<file path="config.mk">
export PLATFORM = sky130hd
export DESIGN_NAME = uart_rx_loader
export DESIGN_NICKNAME = d
export VERILOG_FILES = /design/src/rtl/uart_rx_loader.sv
export SDC_FILE = /design/constraint.sdc
export NUM_CORES = 1
export LEC_CHECK = 0
export CAP_MARGIN = 20
export CORE_MARGIN = 5
export CORE_UTILIZATION = 54
export CTS_CLUSTER_SIZE = 20
export DETAILED_ROUTE_END_ITERATION = 8
export PLACE_DENSITY = 0.8
export SYNTH_ARGS = -nofsm -noshare
export SYNTH_HDL_FRONTEND = slang
export SYNTH_SLANG_ARGS = --single-unit
</file>
<file path="constraint.sdc">
create_clock -name clk -period 4.3 [get_ports clk]
set_input_delay 0.86 -clock clk [delete_from_list [all_inputs] [get_ports clk]]
set_output_delay 0.86 -clock clk [all_outputs]
set_load 0.01 [all_outputs]
</file>
<file path="src/rtl/uart_rx_loader.sv">
// rtl/uart_rx_loader.sv - 8N1 UART receiver that packs bytes into 32-bit instruction-memory writes
//
// Ports:
//   clk        system clock, rising edge
//   rst        asynchronous active-high reset
//   rx         UART serial line, idles high, asynchronous to clk
//   byte_valid one-cycle pulse when byte_data holds a newly accepted byte
//   byte_data  last correctly framed byte
//   frame_err  one-cycle pulse when the stop bit was sampled low
//   wr_en      one-cycle pulse: write wr_data to instruction memory at wr_addr
//   wr_addr    byte address of the word being assembled, steps by 4 after each wr_en
//   wr_data    little-endian assembled word (only meaningful while wr_en is high)
//   busy       high whenever the receiver is not idle
module uart_rx_loader #(
  parameter int unsigned CLKS_PER_BIT = 434
) (
  input  logic        clk,
  input  logic        rst,
  input  logic        rx,
  output logic        byte_valid,
  output logic [7:0]  byte_data,
  output logic        frame_err,
  output logic        wr_en,
  output logic [31:0] wr_addr,
  output logic [31:0] wr_data,
  output logic        busy
);

  localparam logic [15:0] HALF_BIT = 16'(CLKS_PER_BIT / 2);
  localparam logic [15:0] LAST_CLK = 16'(CLKS_PER_BIT - 1);

  typedef enum logic [1:0] {IDLE, START, DATA, STOP} state_t;

  state_t      state;
  logic        rx_meta;
  logic        rx_sync;
  logic [15:0] clk_cnt;
  logic [2:0]  bit_cnt;
  logic [7:0]  shift;
  logic [1:0]  byte_idx;
  logic        err_wait;   // frame error seen, holding in STOP until the line returns high

  assign busy = (state != IDLE);

  always_ff @(posedge clk or posedge rst) begin
    if (rst) begin
      state      <= IDLE;
      rx_meta    <= 1'b1;
      rx_sync    <= 1'b1;
      clk_cnt    <= '0;
      bit_cnt    <= '0;
      shift      <= '0;
      byte_idx   <= '0;
      err_wait   <= 1'b0;
      byte_valid <= 1'b0;
      byte_data  <= '0;
      frame_err  <= 1'b0;
      wr_en      <= 1'b0;
      wr_addr    <= '0;
      wr_data    <= '0;
    end else begin
      rx_meta    <= rx;
      rx_sync    <= rx_meta;
      byte_valid <= 1'b0;
      frame_err  <= 1'b0;
      wr_en      <= 1'b0;

      // The address advances the cycle after the write so wr_addr is stable during wr_en.
      if (wr_en) begin
        wr_addr <= wr_addr + 32'd4;
      end

      case (state)
        IDLE: begin
          if (!rx_sync) begin
            state   <= START;
            clk_cnt <= '0;
          end
        end

        START: begin
          // Re-check the start bit at its midpoint; a high level here is a glitch.
          if (clk_cnt == HALF_BIT) begin
            clk_cnt <= '0;
            bit_cnt <= '0;
            state   <= rx_sync ? IDLE : DATA;
          end else begin
            clk_cnt <= clk_cnt + 16'd1;
          end
        end

        DATA: begin
          if (clk_cnt == LAST_CLK) begin
            clk_cnt <= '0;
            shift   <= {rx_sync, shift[7:1]};
            bit_cnt <= bit_cnt + 3'd1;
            if (bit_cnt == 3'd7) begin
              state <= STOP;
            end
          end else begin
            clk_cnt <= clk_cnt + 16'd1;
          end
        end

        STOP: begin
          if (err_wait) begin
            if (rx_sync) begin
              err_wait <= 1'b0;
              state    <= IDLE;
            end
          end else if (clk_cnt == LAST_CLK) begin
            clk_cnt <= '0;
            if (rx_sync) begin
              byte_valid                       <= 1'b1;
              byte_data                        <= shift;
              wr_data[{byte_idx, 3'b000} +: 8] <= shift;
              wr_en                            <= (byte_idx == 2'd3);
              byte_idx                         <= byte_idx + 2'd1;
              state                            <= IDLE;
            end else begin
              // Bad framing throws away the partial word but keeps the address.
              frame_err <= 1'b1;
              byte_idx  <= '0;
              err_wait  <= 1'b1;
            end
          end else begin
            clk_cnt <= clk_cnt + 16'd1;
          end
        end

        default: state <= IDLE;
      endcase
    end
  end

endmodule

</file>
# [Word-level counts from Yosys, hierarchy flattened]
# Index checks and enable logic that the tools add are counted.
[word_totals] inputBits=3 out_inout_bits=76 ff_bits=109 word_cells=76
[classes] shifts=2 n_eq_ne=13 reduce_logical=9 add_sub_neg=5 bitwise_logic=1 n_mux=32
[op_table] op="2-to-1 mux 16 bit" count=4
[op_table] op="case mux 16 bit (4 select lines)" count=1
[op_table] op="adder 32 x 3 -> 32 bit, second input constant" count=1
[op_table] op="bitwise mux 32 bit" count=1
[op_table] op="variable shift 8 x 7 -> 32 bit, first input constant" count=1
[op_table] op="indexed part select 8 x 7 -> 32 bit" count=1
[op_table] op="2-to-1 mux 2 bit" count=9
[op_table] op="adder 16 x 1 -> 16 bit, second input constant" count=1
[op_table] op="== test 16 x 8 -> 1 bit, second input constant" count=1
[op_table] op="== test 16 x 9 -> 1 bit, second input constant" count=1
[op_table] op="2-to-1 mux 1 bit" count=13
[op_table] op="inequality test 2 bit, second input constant" count=5
[op_table] op="case mux 2 bit (4 select lines)" count=1
[op_table] op="negation 5 -> 7 bit" count=1
[op_table] op="== test 2 bit, second input constant" count=3
[op_table] op="2-to-1 mux 3 bit" count=2
[op_table] op="case mux 3 bit (2 select lines)" count=1
[op_table] op="AND reduction 3 bit" count=2
[op_table] op="AND reduction 5 bit" count=1
[op_table] op="AND reduction 2 bit" count=2
[op_table] op="AND reduction 4 bit" count=1
[op_table] op="nonzero test 2 bit" count=2
[op_table] op="adder 3 x 1 -> 3 bit, second input constant" count=1
[op_table] op="== test 3 bit, second input constant" count=1
[op_table] op="5 further kinds" count=5

# [Logic depth before layout (Yosys ltp)]
# Gate-level depths: netlist of run 1.
[depth] ltp_word=5 mapped_depth=8 depth_no_buf=7

# [Worst setup path before layout of run 1]
# OpenSTA, ideal clock, no wires.
[synth_path] path_type="flip-flop to flip-flop" start="reg clk_cnt[1]" end="reg clk_cnt[12]" t_required_ns=4.152 path_buffers=1 setup_slack_ns=2.368 setup_time_ns=0.148 arrival_time_ns=1.784 stages_incl_launch_ff=9 synth_period_minus_slack_ns=1.932 path_cell_list="dfrtp_1 -> inv_1 -> ha_1 -> nor4bb_1 -> nand4_1 -> a22o_1 -> buf_4 -> nand2_1 -> o311ai_0"
[synth_between] elab_chain_cells=4 elab_cells_between_ends=7 cone_classes="add/sub: 1; eq/ne: 2; mux: 4"
[synth_rtl] item="start, declared" line_no="37" source="logic [15:0] clk_cnt;"
[synth_rtl] item="start signal, assigned" line_no="88" source="clk_cnt <= clk_cnt + 16'd1;"
[synth_rtl] item="start signal, assigned" line_no="101" source="clk_cnt <= clk_cnt + 16'd1;"
[synth_rtl] item="start signal, assigned" line_no="127" source="clk_cnt <= clk_cnt + 16'd1;"
[synth_rtl] item="adder 16 x 1 -> 16 bit or == test 16 x 9 -> 1 bit (tied branches)"
[synth_rtl] item="2-to-1 mux 16 bit" line_no="93, 111"
[synth_rtl] item="2-to-1 mux 16 bit" line_no="106" source="if (err_wait) begin"
[synth_rtl] item="case mux 16 bit (4 select lines) *" line_no="73" source="case (state)"
# Every way passes the cells marked *; elsewhere a longest branch is shown, timed or not. The select of a mux whose other input is x is not followed.
# A chain may end at the register's enable or synchronous reset.

==> run metrics, run 1 <==
Synth-to-Final Area Change=20.8%; area of the core=9150 um2; clock buffer count from CTS=9; Starting DRT DRC Count=210; library cell occupying the most area in the post-synthesis netlist=dfrtp_1; floorplan row count=35; Least-Margin Pin Slew=903 ps; critical-path maximum fanout=11; hold crit path type=register to register; EDFF count, synth=0; endpoint kind of the worst setup timing path=output pin; largest voltage drop on the vdd net=0.208 mV; first-pass GRT wire length=18,500 um; Remaining Overflow, GRT=0; Worst Setup Path Type=register to output pin; P_leak=2.55 nW; antenna violation net count after detailed routing=0; library cells used by synthesis=55; portion of the post-synthesis area used by sequential elements=53.5%; final core occ=66.2%; worst endpoint required time=3440 ps; critical path data arrival time=1690 ps; horizontal die dimension=106 um; Max stage delay on crit path=510 ps; worst clock skew on the final layout=12.7 ps; critical path's slowest cell=dfrtp_1; number of vias in the routed layout=3,805; Final Max Tran Viols=0; latest clock arrival within the worst-skew pair=370 ps; share of post-route cells with drive strength above 1=10.8%; overall fraction of global-route tracks in use=20.1%; area of the mapped netlist=5010 um2; TritonCTS clock tree=done; cell-by-cell listing of the critical path=or2_2 > clkdlybuf4s50_1; number of antenna violations at the first check in global routing=0; synthesized flop and latch total=107; root cell of the clock tree=clkbuf_8; fraction of synthesis flops using an asynchronous set or reset pin=100%; Die Height=106 um; Primary FF master, synth=dfrtp_1; Final HPWL DP=7830 um; hold violation count in the final report=0; DRC violation count after routing=0; count of synthesis-stage warnings from yosys=0; Detailed Route WL=10,800 um; Via-to-Cell Ratio=5.72; total of hold buffers inserted after clock tree synthesis=0; final layout net count=562; n_diodes=0; minimum clock period=2550 ps; via count of the first global-routing pass=3,679; summed negative setup slack over all endpoints=0 ps; H-tree depth=3; number of maximum-capacitance violations=0; number of buffer cells added on primary ports=76; number of I/O pins=79; top achievable clock speed=392 MHz; die area=11,300 um2; Setup Viol. Count Final=0; top cells by count, synth=dfrtp_1 (105), nand3_1 (62), inv_1 (47), o21ai_0 (39), nand2_1 (32); buffer depth of the longest clock path=2; first drt pass iteration count=5; routed length per placed instance=16.3 um; startpoint type of the worst setup path=register; outcome=finished clean; power density over the cells=277 nW/um2; top post-synthesis cells by area=dfrtp_1 (52%), nand3_1 (6.2%), xnor2_1 (4.2%), mux2_2 (4.0%), o21ai_0 (3.9%); clock-pin slew on the worst setup and hold paths=100 ps; fin crit share=59.3%; Initial Util=54.8%; Setup Buffers After CTS=0; cell count after synthesis=471; pin count of the biggest net entering global routing=51; top cell type's share of synthesized area=52.4%; # resized after CTS=0; global placer's final weighted congestion=0.875; total number of clock tree sinks=107; RSZ-0062 raised after global routing=false; Synth Area per Inst=10.6 um2; remaining max-slew budget at the tightest pin=39.7%; most used standard cell by instance count after synthesis=dfrtp_1
[cell families (layout without fill, tap and decap cells)]
family	Yosys count	after routing	synth area share (%)
AOI/OAI and AO/OA	73	73	8.63
xor gates and xnor gates	29	29	5.07
adders and majority gates	10	10	2.50
buffers and inverters	60	142	5.39
DFF	107	107	53.5
muxes	19	19	4.24
other	1	2	0.0748
and+or+nand+nor	172	172	20.6
[report_power, final]
group          switching, mW  internal (mW)
logic                 0.0210        0.00350
registers            0.00166           1.01
clock network          0.366          0.280
[cell usage in the layout, fill, tap and decap left out, types with 3 or more instances in the layout]
cell / netlist / final
o21ai_0: 39 / 39
xnor2_1: 24 / 24
mux2_2: 18 / 18
a22o_1: 5 / 5
and3_1: 5 / 5
xor2_1: 5 / 5
o2bb2ai_1: 3 / 3
nand3_1: 62 / 62
ha_1: 10 / 10
nor4_4: 5 / 5
o21ai_1: 3 / 3
a31oi_1: 3 / 3
and2_1: 4 / 4
or2_2: 3 / 3
nor3_1: 9 / 9
a21oi_1: 9 / 9
nand2b_1: 3 / 3
clkdlybuf4s50_1: 0 / 76
clkbuf_8: 0 / 9
inv_1: 47 / 46
nand4_1: 9 / 9
dfrtp_1: 105 / 105
nor2_1: 15 / 15
nand2_1: 32 / 32
and4_1: 4 / 4
[worst paths after layout]
check | startpoint | end | slack [ps] | cells past startpoint
hold / removal | rx_meta | rx_sync | 360 | 0
setup reg to reg | clk_cnt[1] | wr_data[12] | 1920 | 7
hold reg to reg | rx_meta | rx_sync | 360 | 0
setup / recovery | register | busy | 1750 | 2
max in group asynchronous | rst | rx_meta | 2510 | 3
min in group asynchronous | rst | wr_addr[27] | 920 | 2
[cell type report]
class / count / area [um2]
clock inverters: 7 / 85.1
multi-input cells: 305 / 2070
fillers: 703 / 3100
clock buffers: 9 / 124
flip-flops and latches: 107 / 2680
well taps: 111 / 139
inverters: 47 / 179
repair buffers: 79 / 781
[state kept, by name, indices dropped and copies added, names as in the netlist, named ones only]
name        count
wr_data        32
wr_en           1
byte_data       8
clk_cnt        16
shift           8
rx_sync         1
frame_err       1
byte_idx        2
state           1
err_wait        1
byte_valid      1
rx_meta         1
wr_addr        30
bit_cnt         3
[through the flow]
stage	cell area [um2]	hold slack [ps]	std cells	power [mW]	setup slack (ps)
2_1_floorplan	5020	345	472	1.05	626
3_3_place_gp	5840	347	648	1.05	2100
3_5_place_dp	5840	347	648	1.05	2000
4_1_cts	6050	363	664	1.69	1740
5_1_grt	6050	369	665	1.74	1670
6_report	6050	361	665	1.68	1750
[metal layers]
metal  up-vias  routed length [um]  share of wire [%]  GRT usage [%]
met3        17                 637                5.9           2.98
met4         0                 158                1.5           6.29
li1       1790                   -                  -              -
met5         -                   0                  0              0
met1      1887                4610                 42           27.4
met2       111                5450                 50           33.3
[worst max-delay path: cells and delay by family (launching register included)]
family	cells	cell delay, ps
simple gates	1	340
buf+inv	1	480
flops	1	510
No activity file was read; power rests on OpenSTA's default activity.
==> run 2, diff against run 1 <==
==> constraint.sdc (replaced) <==
create_clock -name clk -period 2.6 [get_ports clk]
set_input_delay 0.52 -clock clk [delete_from_list [all_inputs] [get_ports clk]]
set_output_delay 0.52 -clock clk [all_outputs]
set_load 0.01 [all_outputs]
==> run 2 against run 1 <==
Compared with the run above:
- die area is the same
- global-route usage grew 0.44 points
- clock skew shrank 0.56 ps
- design area grew 0.74%
- non-clock buffer count grew 7
- sequential power grew 65%
- sequential cell count is the same
- total power grew 60%
- combinational power grew 80%
- worst hold slack gained 1.2 ps
- highest routed layer unchanged
==> run metrics, run 2 (synthesized netlist as in run 1, its figures left out) <==
summed negative setup slack over all endpoints=0 ps; H-tree depth=3; Setup Buffers After CTS=0; pin count of the biggest net entering global routing=41; worst flop-to-flop path startpoint=clk_cnt[1]; crit path launch=clk_cnt[1]; global placer's final weighted congestion=0.848; critical path data arrival time=2460 ps; fin crit share=86.0%; part of the total power dissipated in sequential elements=62.2%; worst endpoint required time=2830 ps; Starting DRT DRC Count=158; area of placed instances=5910 um2; minimum clock period=2240 ps; Setup Viol. Count Final=0; number of I/O pins=79; Internal Pwr Total=2.04 mW; reg-to-reg critical path endpoint=clk_cnt[12]; # resized after CTS=0; CP endpoint=clk_cnt[12]; via count of the first global-routing pass=3,825; total number of clock tree sinks=107; buffer depth of the longest clock path=2; root cell of the clock tree=clkbuf_8; P_leak=2.58 nW; commonest cells after routing, fill and taps aside=dfrtp_1 (105), clkdlybuf4s50_1 (76), nand3_1 (62); Remaining Overflow, GRT=0; total of hold buffers inserted after clock tree synthesis=0; startpoint type of the worst setup path=register; area of the core=9150 um2; latest clock arrival within the worst-skew pair=370 ps; Worst Setup Path Type=register to register; power density over the cells=440 nW/um2; Least-Margin Pin Slew=709 ps; Die Height=106 um; worst clock skew on the final layout=12.1 ps; Via-to-Cell Ratio=5.64; critical-path maximum fanout=10; number of vias in the routed layout=3,791; Finished Layout Cells=672; Initial Util=54.8%; Reg2Reg Setup Slack=360 ps; n_diodes=0; register containing the most flip-flops in the final layout=wr_data; relative contribution of the clock network to total power=36.1%; number of buffer cells added on primary ports=76; die area=11,300 um2; floorplan row count=35; number of antenna violations at the first check in global routing=0; Largest regs=wr_data (32), wr_addr (30), clk_cnt (16); share of post-route cells with drive strength above 1=11.9%; final layout net count=569; switching part of the total=23.9%; outcome=finished clean; worst r2r path cells=7; Final Max Tran Viols=0; most common library cell in the layout ignoring fill and taps=dfrtp_1; horizontal die dimension=106 um; Final HPWL DP=7950 um; number of maximum-capacitance violations=0; cell count after placement=656; TritonCTS clock tree=done; RSZ-0062 raised after global routing=false; Synth-to-Final Area Change=21.7%; hold crit path type=register to register; remaining max-slew budget at the tightest pin=52.4%; Detailed Route WL=10,900 um; endpoint kind of the worst setup timing path=register; combinational cell fraction of total power=1.6%; final core occ=66.6%; antenna violation net count after detailed routing=0; clock-pin slew on the worst setup and hold paths=110 ps; routed length per placed instance=16.2 um; DRC violation count after routing=0; first-pass GRT wire length=18,900 um; hold violation count in the final report=0; top achievable clock speed=447 MHz; flip-flop count of the largest register, all copies and words added=32; largest voltage drop on the vdd net=0.358 mV; overall fraction of global-route tracks in use=20.6%; area of all placed cells without fillers=6100 um2; first drt pass iteration count=4; net switching power of the design=0.640 mW; clock buffer count from CTS=9
## run 2: cell types whose count changed in the layout (fill, tap and decap cells not counted), sizes merged
cell and delta:
buf +8, clkinv -1, clkbuf -1, clkinvlp +2, bufinv -1
## run 2: worst min path at each step
| stage | from | endpoint | slack (ps) | depth (start not counted) |
|---|---|---|---|---|
| finish | rx_meta | rx_sync | 360 | 0 |
| global route | rx_meta | rx_sync | 380 | 0 |
| CTS | rx_meta | rx_sync | 360 | 0 |
| detailed placement | rx_meta | rx_sync | 350 | 0 |
| global placement | rx_meta | rx_sync | 350 | 0 |
| floorplan | rx_meta | rx_sync | 350 | 0 |
## run 2: cell type report
type	instances	area (um2)
flip-flops and latches	107	2680
multi-input cells	305	2070
well taps	111	139
inverters	47	180
clock buffers	9	124
clock inverters	7	61.3
repair buffers	86	848
fillers	681	3050
## run 2: routing by layer
layer	GRT usage, %	vias to the layer above	share of wire (%)
li1	-	1801	-
met1	27.2	1879	44
met2	34.6	95	50
met3	3.04	16	4.3
met4	7.31	0	1.8
met5	0	-	0
## run 2: metrics by stage
step	total power, mW	worst slack [ps]	hold WS, ps
after global placement	1.75	482	347
after detailed placement	1.75	403	348
after CTS	2.71	372	363
after floorplan	1.73	668	345
final	2.68	364	362
after global routing	2.78	107	376
## run 2: critical path, cell delays in order (launching register included)
cell and delay (ps):
dfrtp_1 420, inv_1 60, ha_1 140, nor4bb_1 430, nand4_1 240, a22o_1 390, nand2_1 250, o311ai_0 150
## run 2: power groups by stage
stage / combinational, mW / sequential [mW] / clock (mW)
CTS: 0.0468 / 1.67 / 0.990
global route: 0.0534 / 1.67 / 1.06
floorplan: 0.0317 / 1.70 / 0
detailed placement: 0.0467 / 1.70 / 0
global placement: 0.0458 / 1.70 / 0
finish: 0.0441 / 1.67 / 0.970
